===== src/rtl/adc_fill_sequencer.sv =====
// Per-trigger ADC fill sequencer: acquisition window, readout handoff,
// fill numbering and lost-trigger accounting.
module adc_fill_sequencer #(
    parameter int FILL_W = 24,
    parameter int WIN_W  = 16,
    parameter int LOST_W = 16
) (
    input  logic              clk,
    input  logic              reset,
    input  logic              init,
    input  logic [FILL_W-1:0] initial_fill_num,
    input  logic              arm,
    input  logic              trigger,
    input  logic [WIN_W-1:0]  acq_len,
    input  logic              rd_ready,
    output logic              acq_en,
    output logic              fill_valid,
    output logic [FILL_W-1:0] fill_num,
    output logic              busy,
    output logic [LOST_W-1:0] trig_lost
);

    typedef enum logic [1:0] {
        IDLE,
        ACQ,
        HANDOFF
    } state_t;

    state_t            state;
    state_t            state_nxt;
    logic [1:0]        init_ff;
    logic              init_sync;
    logic              trig_acc;
    logic [WIN_W-1:0]  win_cnt;
    logic [WIN_W-1:0]  win_nxt;
    logic [FILL_W-1:0] fill_nxt;
    logic [LOST_W-1:0] lost_nxt;

    assign init_sync = init_ff[1];
    assign trig_acc  = arm & trigger;

    // Outputs decode the state register only, so nothing flows from inputs.
    assign acq_en     = (state == ACQ);
    assign fill_valid = (state == HANDOFF);
    assign busy       = (state != IDLE);

    always_ff @(posedge clk or posedge reset) begin
        if (reset) begin
            init_ff   <= 2'b00;
            state     <= IDLE;
            win_cnt   <= '0;
            fill_num  <= '0;
            trig_lost <= '0;
        end else begin
            init_ff   <= {init_ff[0], init};
            state     <= state_nxt;
            win_cnt   <= win_nxt;
            fill_num  <= fill_nxt;
            trig_lost <= lost_nxt;
        end
    end

    always_comb begin
        state_nxt = state;
        win_nxt   = win_cnt;
        fill_nxt  = fill_num;
        lost_nxt  = trig_lost;
        if (init_sync) begin
            state_nxt = IDLE;
            win_nxt   = '0;
            fill_nxt  = initial_fill_num;
            lost_nxt  = '0;
        end else begin
            if (trig_acc && state != IDLE && trig_lost != {LOST_W{1'b1}}) begin
                lost_nxt = trig_lost + 1'b1;
            end
            case (state)
                IDLE: begin
                    if (trig_acc) begin
                        state_nxt = ACQ;
                        win_nxt   = (acq_len == '0) ? {{(WIN_W-1){1'b0}}, 1'b1} : acq_len;
                    end
                end
                ACQ: begin
                    win_nxt = win_cnt - 1'b1;
                    if (win_cnt <= {{(WIN_W-1){1'b0}}, 1'b1}) begin
                        state_nxt = HANDOFF;
                    end
                end
                HANDOFF: begin
                    if (rd_ready) begin
                        fill_nxt  = fill_num + 1'b1;
                        state_nxt = IDLE;
                    end
                end
                default: state_nxt = IDLE;
            endcase
        end
    end

endmodule

===== config.mk =====
export PLATFORM = sky130hd
export DESIGN_NAME = adc_fill_sequencer
export DESIGN_NICKNAME = d
export VERILOG_FILES = /design/src/rtl/adc_fill_sequencer.sv
export SDC_FILE = /design/constraint.sdc
export NUM_CORES = 1
export LEC_CHECK = 0
export CAP_MARGIN = 20
export CORE_ASPECT_RATIO = 1.1
export CORE_MARGIN = 1
export CORE_UTILIZATION = 40
export DETAILED_ROUTE_END_ITERATION = 8
export DONT_BUFFER_PORTS = 1
export PLACE_DENSITY = 0.63
export RECOVER_POWER = 100
export SYNTH_ARGS = -nofsm -noshare
export SYNTH_HDL_FRONTEND = slang
export SYNTH_SLANG_ARGS = --single-unit

===== constraint.sdc =====
create_clock -name clk -period 1.71 [get_ports clk]
set_input_delay 0.342 -clock clk [delete_from_list [all_inputs] [get_ports clk]]
set_output_delay 0.342 -clock clk [all_outputs]
set_load 0.01 [all_outputs]

==> Word-level counts from Yosys, hierarchy flattened <==
Cells that the tools add are included.
{ "totals": {"regBits": 60, "in_bits": 46, "out_inout_bits": 43, "elab_cells": 42} }
{ "classes": {"n_addsub": 3, "order_cmp": 1, "eq_ne": 6, "muxes": 14, "n_bitwise": 1, "n_reduce_logical": 12} }
{ "op_table": {"columns": ["op", "count"], "rows": [
  ["16-bit 2-to-1 mux", 5],
  ["24-bit 2-to-1 mux", 3],
  ["16-bit one-hot mux with 2 select lines", 1],
  ["24-bit by 1-bit adder with 24-bit output, second input constant", 1],
  ["16-bit by 1-bit adder with 16-bit output, second input constant", 1],
  ["16-bit by 1-bit <= comparator with 1-bit output, second input constant", 1],
  ["16-bit zero test", 1],
  ["16-bit inequality test, second input constant", 1],
  ["16-bit by 1-bit subtractor with 16-bit output, second input constant", 1],
  ["2-bit 2-to-1 mux", 4],
  ["2-bit nonzero test", 4],
  ["2-bit one-hot mux with 3 select lines", 1],
  ["2-bit AND reduction", 2],
  ["3-bit by 1-bit inequality test with 1-bit output, second input constant", 1],
  ["3-bit by 2-bit inequality test with 1-bit output, second input constant", 1],
  ["3-bit inequality test, second input constant", 1],
  ["3-bit AND reduction", 1],
  ["3-bit nonzero test", 1],
  ["2-bit by 1-bit == test with 1-bit output, second input constant", 1],
  ["2-bit == test, second input constant", 1],
  ["1-bit logical AND", 2],
  ["2-bit zero test", 1],
  ["1-bit bitwise AND", 1]
]} }

==> Logic depth before layout (Yosys ltp) <==
Gate-level depths: netlist of the first run.
{ "logic_depth": {"word_depth": 5, "ltp_mapped": 6} }

==> Least setup slack after synthesis of the first run <==
No wires, ideal clock.
{ "synth_path": {"path_kind": "reg-to-reg", "startpoint": "reg win_cnt[0]", "endpoint": "reg win_cnt[10]", "setup_ns": 0.063, "arrival_time_ns": 1.820, "t_required_ns": 1.647, "setup_slack_ns": -0.173, "path_stages_with_launch": 7, "path_cell_list": "dfrtp_1 inv_1 ha_1 or3b_2 or4_1 a21oi_1 o22a_2"} }
{ "synth_via": {"elab_chain_cells": 3} }
{ "synth_rtl": {"columns": ["item", "line", "rtl"], "rows": [
  ["from (decl)", "34", "logic [WIN_W-1:0] win_cnt;"],
  ["from (signal assigned)", "57", "win_cnt <= win_nxt;"],
  ["16-bit by 1-bit subtractor with 16-bit output", "85", "win_nxt = win_cnt - 1'b1;"],
  ["16-bit one-hot mux with 2 select lines", "77", "case (state)"],
  ["16-bit 2-to-1 mux", "68", "if (init_sync) begin"]
]} }
No other way between the ends.
A chain may end at the register's enable or synchronous reset.

==> Final worst setup path of the first run <==
{ "layout_path": {"startpoint": "reg win_cnt[5]", "endpoint": "reg win_cnt[10]"} }
The elaborated chain is that of the path after synthesis.

==> results.md, run 1 <==
- Final hold slack: 35.1 ps
- Cell count after synthesis: 422
- Dominant synthesized flop cell: dfrtp_1
- Clock latency on the worst-skew pair: 340 ps
- Library cells used by synthesis: 54
- Type of element capturing the critical path: flop
- Clock-pin slew on the worst setup and hold paths: 70 ps
- Synth warn: 0
- Critical path class: reg -> reg
- Synth Area per Inst: 8.55 µm²
- Util after Layout: 54.5%
- Area growth from synthesis to final layout: 29.6%
- Rows: 35
- Critical Path Fanout Max: 4
- Static leakage: 1.88 nW
- Most common library cell in the layout ignoring fill and taps: buf_4
- Slowest cell on the critical path: or4_4
- Die extent in y: 102 µm
- Count of buffers inserted at the top-level ports: 0
- Total routing resource utilization after global routing: 24.2%
- Result of the run: finished with violations
- Final Wtd Congestion: 0.878
- Dpl hpwl: 7910 µm
- CTS buffer count: 9
- Number of vias in the routed layout: 3743
- Worst-case setup slack after placement: -67.9 ps
- Number of antenna violations at the first check in global routing: 0
- Initial core utilization: 42.0%
- Proportion of layout cells with a drive suffix above 1: 25.4%
- Global-route wire length before repair: 17800 µm
- Net count reported at finish: 561
- Max-cap violations: 0
- Buffer depth of the longest clock path: 2
- Vias in the first global route: 3763
- CP peak stage delay: 560 ps
- Clock Root Buffer: clkbuf_8
- CTS tree: yes
- Data arrival at the endpoint of the critical path: 2050 ps
- Nets in the synthesized netlist: 472
- GR Overflow Total: 0
- Transition at the pin with the smallest max-transition slack: 834 ps
- CORE AREA: 0.00858 mm²
- Largest voltage drop on the vdd net: 441 µV
- Headroom to the max-slew limit: 44.4%
- Ordered list of cells on the worst path: or4_4 > or4_4 > a21oi_2 > o22a_2
- Required time at the endpoint of the critical path: 1990 ps
- Post-detailed-routing wire length: 10800 µm
- Die outline width: 92.6 µm
- Count of final hold-check violations: 0
- Count of antenna diodes in the layout: 0
- Number of design-rule violations left by the first detailed-router iteration: 190
- Part of the Yosys area used for sequential elements: 41.6%
- Max H-tree Level: 3
- Most frequent CP cell: or4_4
- Share of the clock period used by the worst path after layout: 104%
- Cell Count Post-Placement: 607
- Remaining design rule violation count: 0
- Die area: 0.00941 mm²
- Avg Vias per Cell: 5.97
- Count of final setup violators: 3
- Commonest non-fill, non-tap cells in the layout: 61 x buf_4, 56 x dfrtp_1, 40 x o21ai_0
- Violated checks: negative setup slack
- Final-report max-slew violation count: 0
- Async S/R FF share, synth: 100%
- Wire length per cell after detailed routing: 17.3 µm
- Unrepaired setup endpoints after global routing: yes
- Number of enable-type register cells in the synthesized netlist: 0
- Crit path time final: 1770 ps
- IO Count: 89
- Maximum frequency from static timing analysis: 0.565 GHz
- Detail Route Antenna Nets: 0
- Synth Register Bits: 60
- Sinks on the clock net: 60
- Post-route total power: 3.95 mW
- Number of inserted filler cells in the final layout: 863
- Type of origin of the critical path: flop
- Power per standard cell area: 844 mW/mm²
- Number of iterations in the first detailed-routing pass: 4
- Pin count of the biggest net entering global routing: 61
- Max Clock Skew: 10.1 ps
- Area of the mapped netlist: 0.00361 mm²
- Final non-filler cell total: 627
- Class of the worst hold path: in -> reg
- Worst Slack Setup Final: -60.9 ps
==> layout make-up <==
cell class | instances | area [µm²] | area share, %
inverters | 11 | 48.8 | 1.04
well taps | 111 | 139 | 2.97
repair buffers | 99 | 637 | 13.6
clock inverters | 5 | 52.6 | 1.12
clock buffers | 11 | 131 | 2.81
multi-input cells | 330 | 2160 | 46.2
flip-flops and latches | 60 | 1510 | 32.2
==> synth_stat cells (3+ instances only) <==
cell | n | area (µm²)
o311ai_0 | 4 | 35.0
o31ai_1 | 5 | 37.5
nor2b_1 | 6 | 37.5
and4_1 | 3 | 26.3
or4_1 | 12 | 90.1
and3_1 | 8 | 50.1
o21ai_0 | 42 | 210
nor2_1 | 33 | 124
a211oi_1 | 4 | 30.0
buf_2 | 3 | 15.0
dfrtp_1 | 60 | 1500
nand3_1 | 21 | 105
clkbuf_1 | 19 | 71.3
mux2i_1 | 3 | 30.0
nand4_1 | 16 | 100
nand2_1 | 38 | 143
nor3_1 | 13 | 65.1
mux2_2 | 6 | 67.6
ha_1 | 4 | 50.1
nor4_1 | 15 | 93.8
a21oi_1 | 20 | 100
xnor2_1 | 6 | 52.6
and2_1 | 6 | 37.5
inv_1 | 10 | 37.5
xor2_1 | 5 | 43.8
a31oi_1 | 13 | 81.3
or3_1 | 11 | 68.8
==> power by group <==
| part | internal (mW) | total [mW] | switching [mW] | leakage (nW) |
|---|---|---|---|---|
| logic | 0.502 | 1.09 | 0.587 | 1.02 |
| registers | 1.53 | 1.63 | 0.104 | 0.765 |
| clock network | 0.666 | 1.23 | 0.563 | 0.0931 |
| total | 2.69 | 3.95 | 1.25 | 1.88 |
==> path summary, 6_finish.rpt <==
| kind | from | endpoint | slack, ps | cells after the start |
|---|---|---|---|---|
| setup reg to reg | win_cnt[5]$_DFFE_PP0P_ | win_cnt[10]$_DFFE_PP0P_ | -60 | 4 |
| setup / recovery | win_cnt[5]$_DFFE_PP0P_ | win_cnt[10]$_DFFE_PP0P_ | -60 | 4 |
| hold reg to reg | init_ff[0]$_DFF_PP0_ | init_ff[1]$_DFF_PP0_ | 350 | 0 |
| max in group asynchronous | reset | state[1]$_DFFE_PP0P_ | 330 | 3 |
| hold / removal | init | init_ff[0]$_DFF_PP0_ | 40 | 0 |
| min in group asynchronous | reset | trig_lost[12]$_DFFE_PP0P_ | 780 | 3 |
==> flip-flops by register name (all words and copies together) (netlist names) <==
register	flops
win_cnt	16
init_ff	2
trig_lost	16
fill_num	24
state	2
==> stage by stage <==
stage | cell area [µm²] | setup TNS, ps
floorplan | 3630 | -108
global placement | 4430 | -155
detailed placement | 4430 | -395
CTS | 4690 | -157
global route | 4680 | -1210
finish | 4680 | -81.6
==> cell families (layout without fill, tap and decap cells) <==
family | Yosys count | count (layout) | share of synthesized area [%]
flops | 60 | 60 | 41.6
simple gates | 196 | 197 | 29.3
compound gates | 109 | 109 | 18.8
mux | 9 | 9 | 2.70
buf+inv | 33 | 126 | 3.54
xor+xnor | 11 | 11 | 2.67
fa+ha+maj | 4 | 4 | 1.39
==> metal layers <==
metal	vias up	wire, µm	part of all wire [%]	global-route usage (%)
met5	-	0	0	0
met4	0	274	2.5	9.86
met3	26	787	7.3	6.98
met2	122	5160	48	38.9
met1	1819	4590	42	30.6
li1	1776	-	-	-
==> critical path: cells and delay by family (launching register included) <==
family	cells	cell delay [ps]
compound gates	2	270
flops	1	380
simple gates	2	1060
==> timing repair <==
action	CTS	global route
pin swaps	2	10
endpoints found under the hold margin	60	0
setup buffers	0	2
gates resized for setup	15	30
setup endpoints to repair	16	30
gates cloned	1	0
hold buffers	1	0
(Power assumes the default switching activity.)
==> run 2: changes to the inputs <==
RECOVER_POWER = 50   (was 100)
==> run 2 against run 1 <==
Compared with the run above: the run still ends with negative setup slack left; sequential power is essentially flat; routed wire length grew 0.18%; cell count is the same; non-clock buffer count is the same; sequential cell count is the same; clock power is essentially flat; utilization grew 1.4 points; critical path depth is the same; global-route usage is the same; power grew 0.69%; critical endpoint unchanged; largest power group unchanged; clock skew is essentially flat; worst hold slack is essentially flat.
==> results.md, run 2 (synthesis gave the netlist of run 1 again) <==
- Total routing resource utilization after global routing: 24.2% (unchanged)
- Die extent in y: 102 µm (unchanged)
- Ordered list of cells on the worst path: or4_4 > or4_4 > a21oi_2 > o22a_2 (unchanged)
- Worst Hold End: init_ff[0]$_DFF_PP0_ (unchanged)
- Critical path class: reg -> reg (unchanged)
- GR Overflow Total: 0 (unchanged)
- Pin count of the biggest net entering global routing: 61 (unchanged)
- Register with the most flip-flops: fill_num (unchanged)
- Power per standard cell area: 829 mW/mm² (was 844 mW/mm²)
- Count of final hold-check violations: 0 (unchanged)
- Class of the worst hold path: in -> reg (unchanged)
- CORE AREA: 0.00858 mm² (unchanged)
- Number of design-rule violations left by the first detailed-router iteration: 168 (was 190)
- Max Clock Skew: 10.1 ps (about the same)
- Result of the run: finished with violations (unchanged)
- CTS buffer count: 9 (unchanged)
- Proportion of layout cells with a drive suffix above 1: 31.0% (was 25.4%)
- Headroom to the max-slew limit: 44.2% (was 44.4%)
- Data arrival at the endpoint of the critical path: 2050 ps (about the same)
- Buffer depth of the longest clock path: 2 (unchanged)
- R2R Setup Slk: -60 ps (about the same)
- Number of inserted filler cells in the final layout: 831 (was 863)
- Commonest non-fill, non-tap cells in the layout: 90 x buf_4, 56 x dfrtp_1, 40 x o21ai_0 (was 61 x buf_4, 56 x dfrtp_1, 40 x o21ai_0)
- Detail Route Antenna Nets: 0 (unchanged)
- CP peak stage delay: 560 ps (about the same)
- Rows: 35 (unchanged)
- Critical Path Fanout Max: 4 (unchanged)
- Final-report max-slew violation count: 0 (unchanged)
- Hold path depth: 0 (unchanged)
- Count of buffers inserted at the top-level ports: 0 (unchanged)
- Violated checks: negative setup slack (unchanged)
- Avg Vias per Cell: 5.93 (was 5.97)
- Number of antenna violations at the first check in global routing: 0 (unchanged)
- Sinks on the clock net: 60 (unchanged)
- Largest voltage drop on the vdd net: 442 µV (was 441 µV)
- Flip-flop count of the largest register after layout: 24 (unchanged)
- Most frequent CP cell: or4_4 (unchanged)
- Post-detailed-routing wire length: 10800 µm (about the same)
- Static leakage: 2.01 nW (was 1.88 nW)
- Remaining design rule violation count: 0 (unchanged)
- Clock Root Buffer: clkbuf_8 (unchanged)
- Type of element capturing the critical path: flop (unchanged)
- Util after Layout: 55.9% (was 54.5%)
- Final hold slack: 35.3 ps (was 35.1 ps)
- Unrepaired setup endpoints after global routing: yes (unchanged)
- Slowest cell on the critical path: or4_4 (unchanged)
- Startpoint of the worst-slack reg-to-reg timing path: win_cnt[5]$_DFFE_PP0P_ (unchanged)
- Final non-filler cell total: 627 (unchanged)
- Max-cap violations: 0 (unchanged)
- Maximum frequency from static timing analysis: 0.564 GHz (was 0.565 GHz)
- Wire length per cell after detailed routing: 17.3 µm (about the same)
- Initial core utilization: 42.0% (unchanged)
- Most common library cell in the layout ignoring fill and taps: buf_4 (unchanged)
- Dpl hpwl: 7910 µm (unchanged)
- Area growth from synthesis to final layout: 32.9% (was 29.6%)
- Capture point of the worst reg-to-reg path: win_cnt[10]$_DFFE_PP0P_ (unchanged)
- Worst reg2reg path depth: 4 (unchanged)
- Count of antenna diodes in the layout: 0 (unchanged)
- Vias in the first global route: 3763 (unchanged)
- Cell Count Post-Placement: 607 (unchanged)
- Worst Slack Setup Final: -63.2 ps (was -60.9 ps)
- Number of iterations in the first detailed-routing pass: 4 (unchanged)
- Net count reported at finish: 561 (unchanged)
- Share of the clock period used by the worst path after layout: 104% (about the same)
- Final Wtd Congestion: 0.878 (unchanged)
- Die outline width: 92.6 µm (unchanged)
- IO Count: 89 (unchanged)
- Clock-pin slew on the worst setup and hold paths: 70 ps (about the same)
- Largest registers in the final layout: fill_num x24, trig_lost x16, win_cnt x16 (unchanged)
- Clock latency on the worst-skew pair: 340 ps (about the same)
- Crit path time final: 1770 ps (about the same)
- Number of vias in the routed layout: 3720 (was 3743)
- CTS tree: yes (unchanged)
- Global-route wire length before repair: 17800 µm (unchanged)
- Count of final setup violators: 3 (unchanged)
- Die area: 0.00941 mm² (unchanged)
- Transition at the pin with the smallest max-transition slack: 837 ps (was 834 ps)
- Critical hold path startpoint: init (unchanged)
- Max H-tree Level: 3 (unchanged)
- Type of origin of the critical path: flop (unchanged)
- Required time at the endpoint of the critical path: 1990 ps (about the same)
run 2: cell count changes in the layout (fill, tap and decap cells not counted), sizes merged:
| cell | before | now |
|---|---|---|
| buf | 63 | 92 |
| clkbuf | 46 | 17 |
run 2: critical path, delay by kind of cell (launching register included):
family	cells	cell delay, ps
AO/OA/AOI/OAI	2	270
AND/OR/NAND/NOR	2	1070
flip-flops	1	380
run 2: metal layers:
layer / global-route usage (%) / vias up / wire length, µm
met5: 0 / - / 0
met4: 9.86 / 0 / 263
li1: - / 1774 / -
met1: 30.6 / 1813 / 4610
met2: 38.9 / 109 / 5220
met3: 6.98 / 24 / 754
run 2: cell type report:
type,instances,area [µm²],area share (%)
sequential,60,1510,31.4
clock inverter,5,52.6,1.10
multi-input combinational,330,2180,45.4
inverter,11,48.8,1.02
clock buffer,11,131,2.74
tap,111,139,2.90
timing repair buffer,99,743,15.5
run 2: stage by stage:
step / TNS (ps) / power (mW) / instance area (µm²) / setup WS (ps)
2_1_floorplan: -108 / 2.18 / 3630 / -108
3_3_place_gp: -155 / 2.62 / 4430 / -59.9
3_5_place_dp: -395 / 2.65 / 4430 / -67.9
4_1_cts: -157 / 3.92 / 4690 / -69.1
5_1_grt: -778 / 4.19 / 4800 / -101
6_report: -80.6 / 3.98 / 4800 / -63.2
run 2: timing repair:
| item | 4_1_cts | 5_1_grt |
|---|---|---|
| endpoints found under the hold margin | 60 | 0 |
| gates cloned | 1 | 0 |
| setup endpoints to repair | 16 | 30 |
| pin swaps | 2 | 10 |
| gates resized for setup | 15 | 30 |
| setup buffers | 0 | 2 |
| hold buffers | 1 | 0 |
run 2: where the power goes:
group / switching (mW) / internal [mW]
combinational: 0.585 / 0.527
clock: 0.566 / 0.666
sequential: 0.105 / 1.53
run 2: worst max-delay path by stage:
stage                     slack [ps]  cells after the start                        end              startpoint
after floorplan                 -110                      5    win_cnt[10]$_DFFE_PP0P_  win_cnt[4]$_DFFE_PP0P_
after global placement           -60                      4  trig_lost[15]$_DFFE_PP0P_    state[1]$_DFFE_PP0P_
after global routing            -100                      4    win_cnt[10]$_DFFE_PP0P_  win_cnt[5]$_DFFE_PP0P_
final                            -60                      4    win_cnt[10]$_DFFE_PP0P_  win_cnt[5]$_DFFE_PP0P_
after CTS                        -70                      6    win_cnt[14]$_DFFE_PP0P_  win_cnt[0]$_DFFE_PP0P_
after detailed placement         -70                      4  trig_lost[15]$_DFFE_PP0P_    state[1]$_DFFE_PP0P_
==> run 3: changes to the inputs <==
BUFFER_PORTS_ARGS = -buffer_cell sky130_fd_sc_hd__buf_4   (was not set)
CTS_CLUSTER_DIAMETER = 100   (was not set)
DONT_BUFFER_PORTS = not set   (was 1)
PLACE_DENSITY = 0.7   (was 0.63)
clock period = 1.9 ns   (was 1.71 ns; I/O delays follow)
==> run 3 against run 2 <==
Compared with the run above: register-to-register slack improved by 80 ps; global-route usage decreased by 0.98 points; die area unchanged; via count grew 4.4%; utilization rose by 0.51 points; clock-buffer cell count grew 4; the run ends with max-capacitance violations, max-slew violations left; setup slack better by 82 ps; power decreased by 9.8%; final area increased by 0.91%; sequential cell count did not move; maximum frequency fell by 5.7%; routed wire length decreased by 1.4%.
==> results.md, run 3 (synthesis gave the netlist of run 1 again) <==
- Critical hold path startpoint: init (unchanged)
- Util after Layout: 56.4% (was 55.9%)
- Slowest cell on the critical path: or4_1 (was or4_4)
- Pin count of the biggest net entering global routing: 61 (unchanged)
- Avg Vias per Cell: 5.87 (was 5.93)
- Capture point of the worst reg-to-reg path: win_cnt[13]$_DFFE_PP0P_ (was win_cnt[10]$_DFFE_PP0P_)
- Startpoint of the worst-slack reg-to-reg timing path: win_cnt[1]$_DFFE_PP0P_ (was win_cnt[5]$_DFFE_PP0P_)
- Worst-case setup slack after placement: -0.402 ps (was -67.9 ps)
- Wire length per cell after detailed routing: 16.1 µm (was 17.3 µm)
- Die extent in y: 102 µm (unchanged)
- Result of the run: finished with violations (unchanged)
- Crit path time final: 1880 ps (was 1770 ps)
- Largest voltage drop on the vdd net: 351 µV (was 442 µV)
- Number of vias in the routed layout: 3885 (was 3720)
- GR Overflow Total: 0 (unchanged)
- Worst reg2reg path depth: 5 (was 4)
- Final-report max-slew violation count: 61 (was 0)
- Clock-pin slew on the worst setup and hold paths: 70 ps (about the same)
- Data arrival at the endpoint of the critical path: 2100 ps (was 2050 ps)
- CORE AREA: 0.00858 mm² (unchanged)
- Worst Slack Setup Final: 19.2 ps (was -63.2 ps)
- Initial core utilization: 42.0% (unchanged)
- CP peak stage delay: 610 ps (was 560 ps)
- Transition at the pin with the smallest max-transition slack: 1520 ps (was 837 ps)
- Count of final hold-check violations: 0 (unchanged)
- Violated checks: max-capacitance violations, max-slew violations (was negative setup slack)
- Number of hold buffers added after CTS: 0 (was 1)
- Buffer depth of the longest clock path: 2 (unchanged)
- Number of design-rule violations left by the first detailed-router iteration: 216 (was 168)
- Maximum frequency from static timing analysis: 0.532 GHz (was 0.564 GHz)
- IO Count: 89 (unchanged)
- R2R Setup Slk: 20 ps (was -60 ps)
- Number of antenna violations at the first check in global routing: 0 (unchanged)
- Flip-flop count of the largest register after layout: 24 (unchanged)
- Detail Route Antenna Nets: 0 (unchanged)
- Required time at the endpoint of the critical path: 2120 ps (was 1990 ps)
- Unrepaired setup endpoints after global routing: yes (unchanged)
- Vias in the first global route: 3770 (was 3763)
- Max Clock Skew: 8.55 ps (was 10.1 ps)
- Ordered list of cells on the worst path: buf_4 > or4_1 > nor2_1 > nand3_1 > a32o_1 (was or4_4 > or4_4 > a21oi_2 > o22a_2)
- Remaining design rule violation count: 0 (unchanged)
- Sinks on the clock net: 60 (unchanged)
- Register with the most flip-flops: fill_num (unchanged)
- Critical Path Fanout Max: 5 (was 4)
- Rows: 35 (unchanged)
- Commonest non-fill, non-tap cells in the layout: 116 x buf_4, 59 x dfrtp_1, 42 x o21ai_0 (was 90 x buf_4, 56 x dfrtp_1, 40 x o21ai_0)
- Worst Hold End: init_ff[0]$_DFF_PP0_ (unchanged)
- Die area: 0.00941 mm² (unchanged)
- Max H-tree Level: 3 (unchanged)
- Critical path class: reg -> reg (unchanged)
- Proportion of layout cells with a drive suffix above 1: 27.2% (was 31.0%)
- Area growth from synthesis to final layout: 34.2% (was 32.9%)
- Die outline width: 92.6 µm (unchanged)
- Net count reported at finish: 596 (was 561)
- Hold path depth: 1 (was 0)
- Total cell area at the placement stage: 0.00465 mm² (was 0.00443 mm²)
- Static leakage: 2.12 nW (was 2.01 nW)
- Class of the worst hold path: in -> reg (unchanged)
- Clock latency on the worst-skew pair: 340 ps (about the same)
- Total routing resource utilization after global routing: 23.2% (was 24.2%)
- Final hold slack: 173 ps (was 35.3 ps)
- Headroom to the max-slew limit: -1.30% (was 44.2%)
- Post-route total power: 3.59 mW (was 3.98 mW)
- Largest registers in the final layout: fill_num x24, trig_lost x16, win_cnt x16 (unchanged)
- Final Wtd Congestion: 0.920 (was 0.878)
- Share of the clock period used by the worst path after layout: 99.0% (was 104%)
- Count of final setup violators: 0 (was 3)
- Count of antenna diodes in the layout: 0 (unchanged)
- Final instance area: 0.00484 mm² (was 0.00480 mm²)
- Dpl hpwl: 7750 µm (was 7910 µm)
- Max-cap violations: 1 (was 0)
- Global-route wire length before repair: 17300 µm (was 17800 µm)
- Clock Root Buffer: clkbuf_8 (unchanged)
- Cell Count Post-Placement: 641 (was 607)
- Number of iterations in the first detailed-routing pass: 5 (was 4)
- Most common library cell in the layout ignoring fill and taps: buf_4 (unchanged)
- Final non-filler cell total: 662 (was 627)
- Post-detailed-routing wire length: 10700 µm (was 10800 µm)
- Power per standard cell area: 741 mW/mm² (was 829 mW/mm²)
- Type of origin of the critical path: flop (unchanged)
- Count of buffers inserted at the top-level ports: 88 (was 0)
- CTS tree: yes (unchanged)
- Fin Setup TNS: 0 ps (was -80.6 ps)
- CTS buffer count: 9 (unchanged)
- Number of inserted filler cells in the final layout: 840 (was 831)
- Type of element capturing the critical path: flop (unchanged)
## run 3: changes by cell type in the layout (fill, tap and decap cells not counted), sizes merged
cell	delta
inv	+1
nor3b	-1
clkinvlp	-3
dlygate4sd3	-1
buf	+24
clkinv	-2
clkbuf	+17
## run 3: cell type report
type / count / area, µm² / share of cell area, %
Clock inverter: 1 / 30.0 / 0.620
Sequential cell: 60 / 1500 / 31.0
Timing Repair Buffer: 135 / 951 / 19.6
Clock buffer: 15 / 176 / 3.64
Multi-Input combinational cell: 329 / 2000 / 41.3
Tap cell: 111 / 139 / 2.87
Inverter: 11 / 41.3 / 0.853
## run 3: worst max path at each step
| stage | startpoint | endpoint | slack [ps] | cells past startpoint |
|---|---|---|---|---|
| global placement | win_cnt[5]$_DFFE_PP0P_ | win_cnt[10]$_DFFE_PP0P_ | 60 | 4 |
| floorplan | win_cnt[0]$_DFFE_PP0P_ | win_cnt[10]$_DFFE_PP0P_ | 20 | 6 |
| global route | reset | init_ff[1]$_DFF_PP0_ | -50 | 3 |
| detailed placement | trig_lost[1]$_DFFE_PP0P_ | trig_lost[0]$_DFFE_PP0P_ | -0.4 | 5 |
| finish | win_cnt[1]$_DFFE_PP0P_ | win_cnt[13]$_DFFE_PP0P_ | 20 | 5 |
| CTS | state[1]$_DFFE_PP0P_ | acq_en | 10 | 3 |
## run 3: critical path, delay by kind of cell, from the launching register on
family	cells	cell delay, ps
simple gates	3	980
compound gates	1	260
flops	1	380
buf+inv	1	140
## run 3: where the power goes
group          internal [mW]  switching, mW
combinational          0.408          0.471
sequential              1.37          0.122
clock                  0.716          0.495
total                   2.50           1.09
## run 3: routing by layer
metal	wire length, µm	global-route usage, %
met5	0	0
met4	267	11.5
met3	643	3.90
met2	5230	39.3
met1	4540	28.7
## run 3: timing repair
item                                   in CTS  in global routing
pin swaps                                   0                  2
cloned                                      0                  0
endpoints found under the hold margin       0                  0
gates resized for setup                     3                  4
setup endpoints to repair                   2                  9
setup buffers                               0                  5
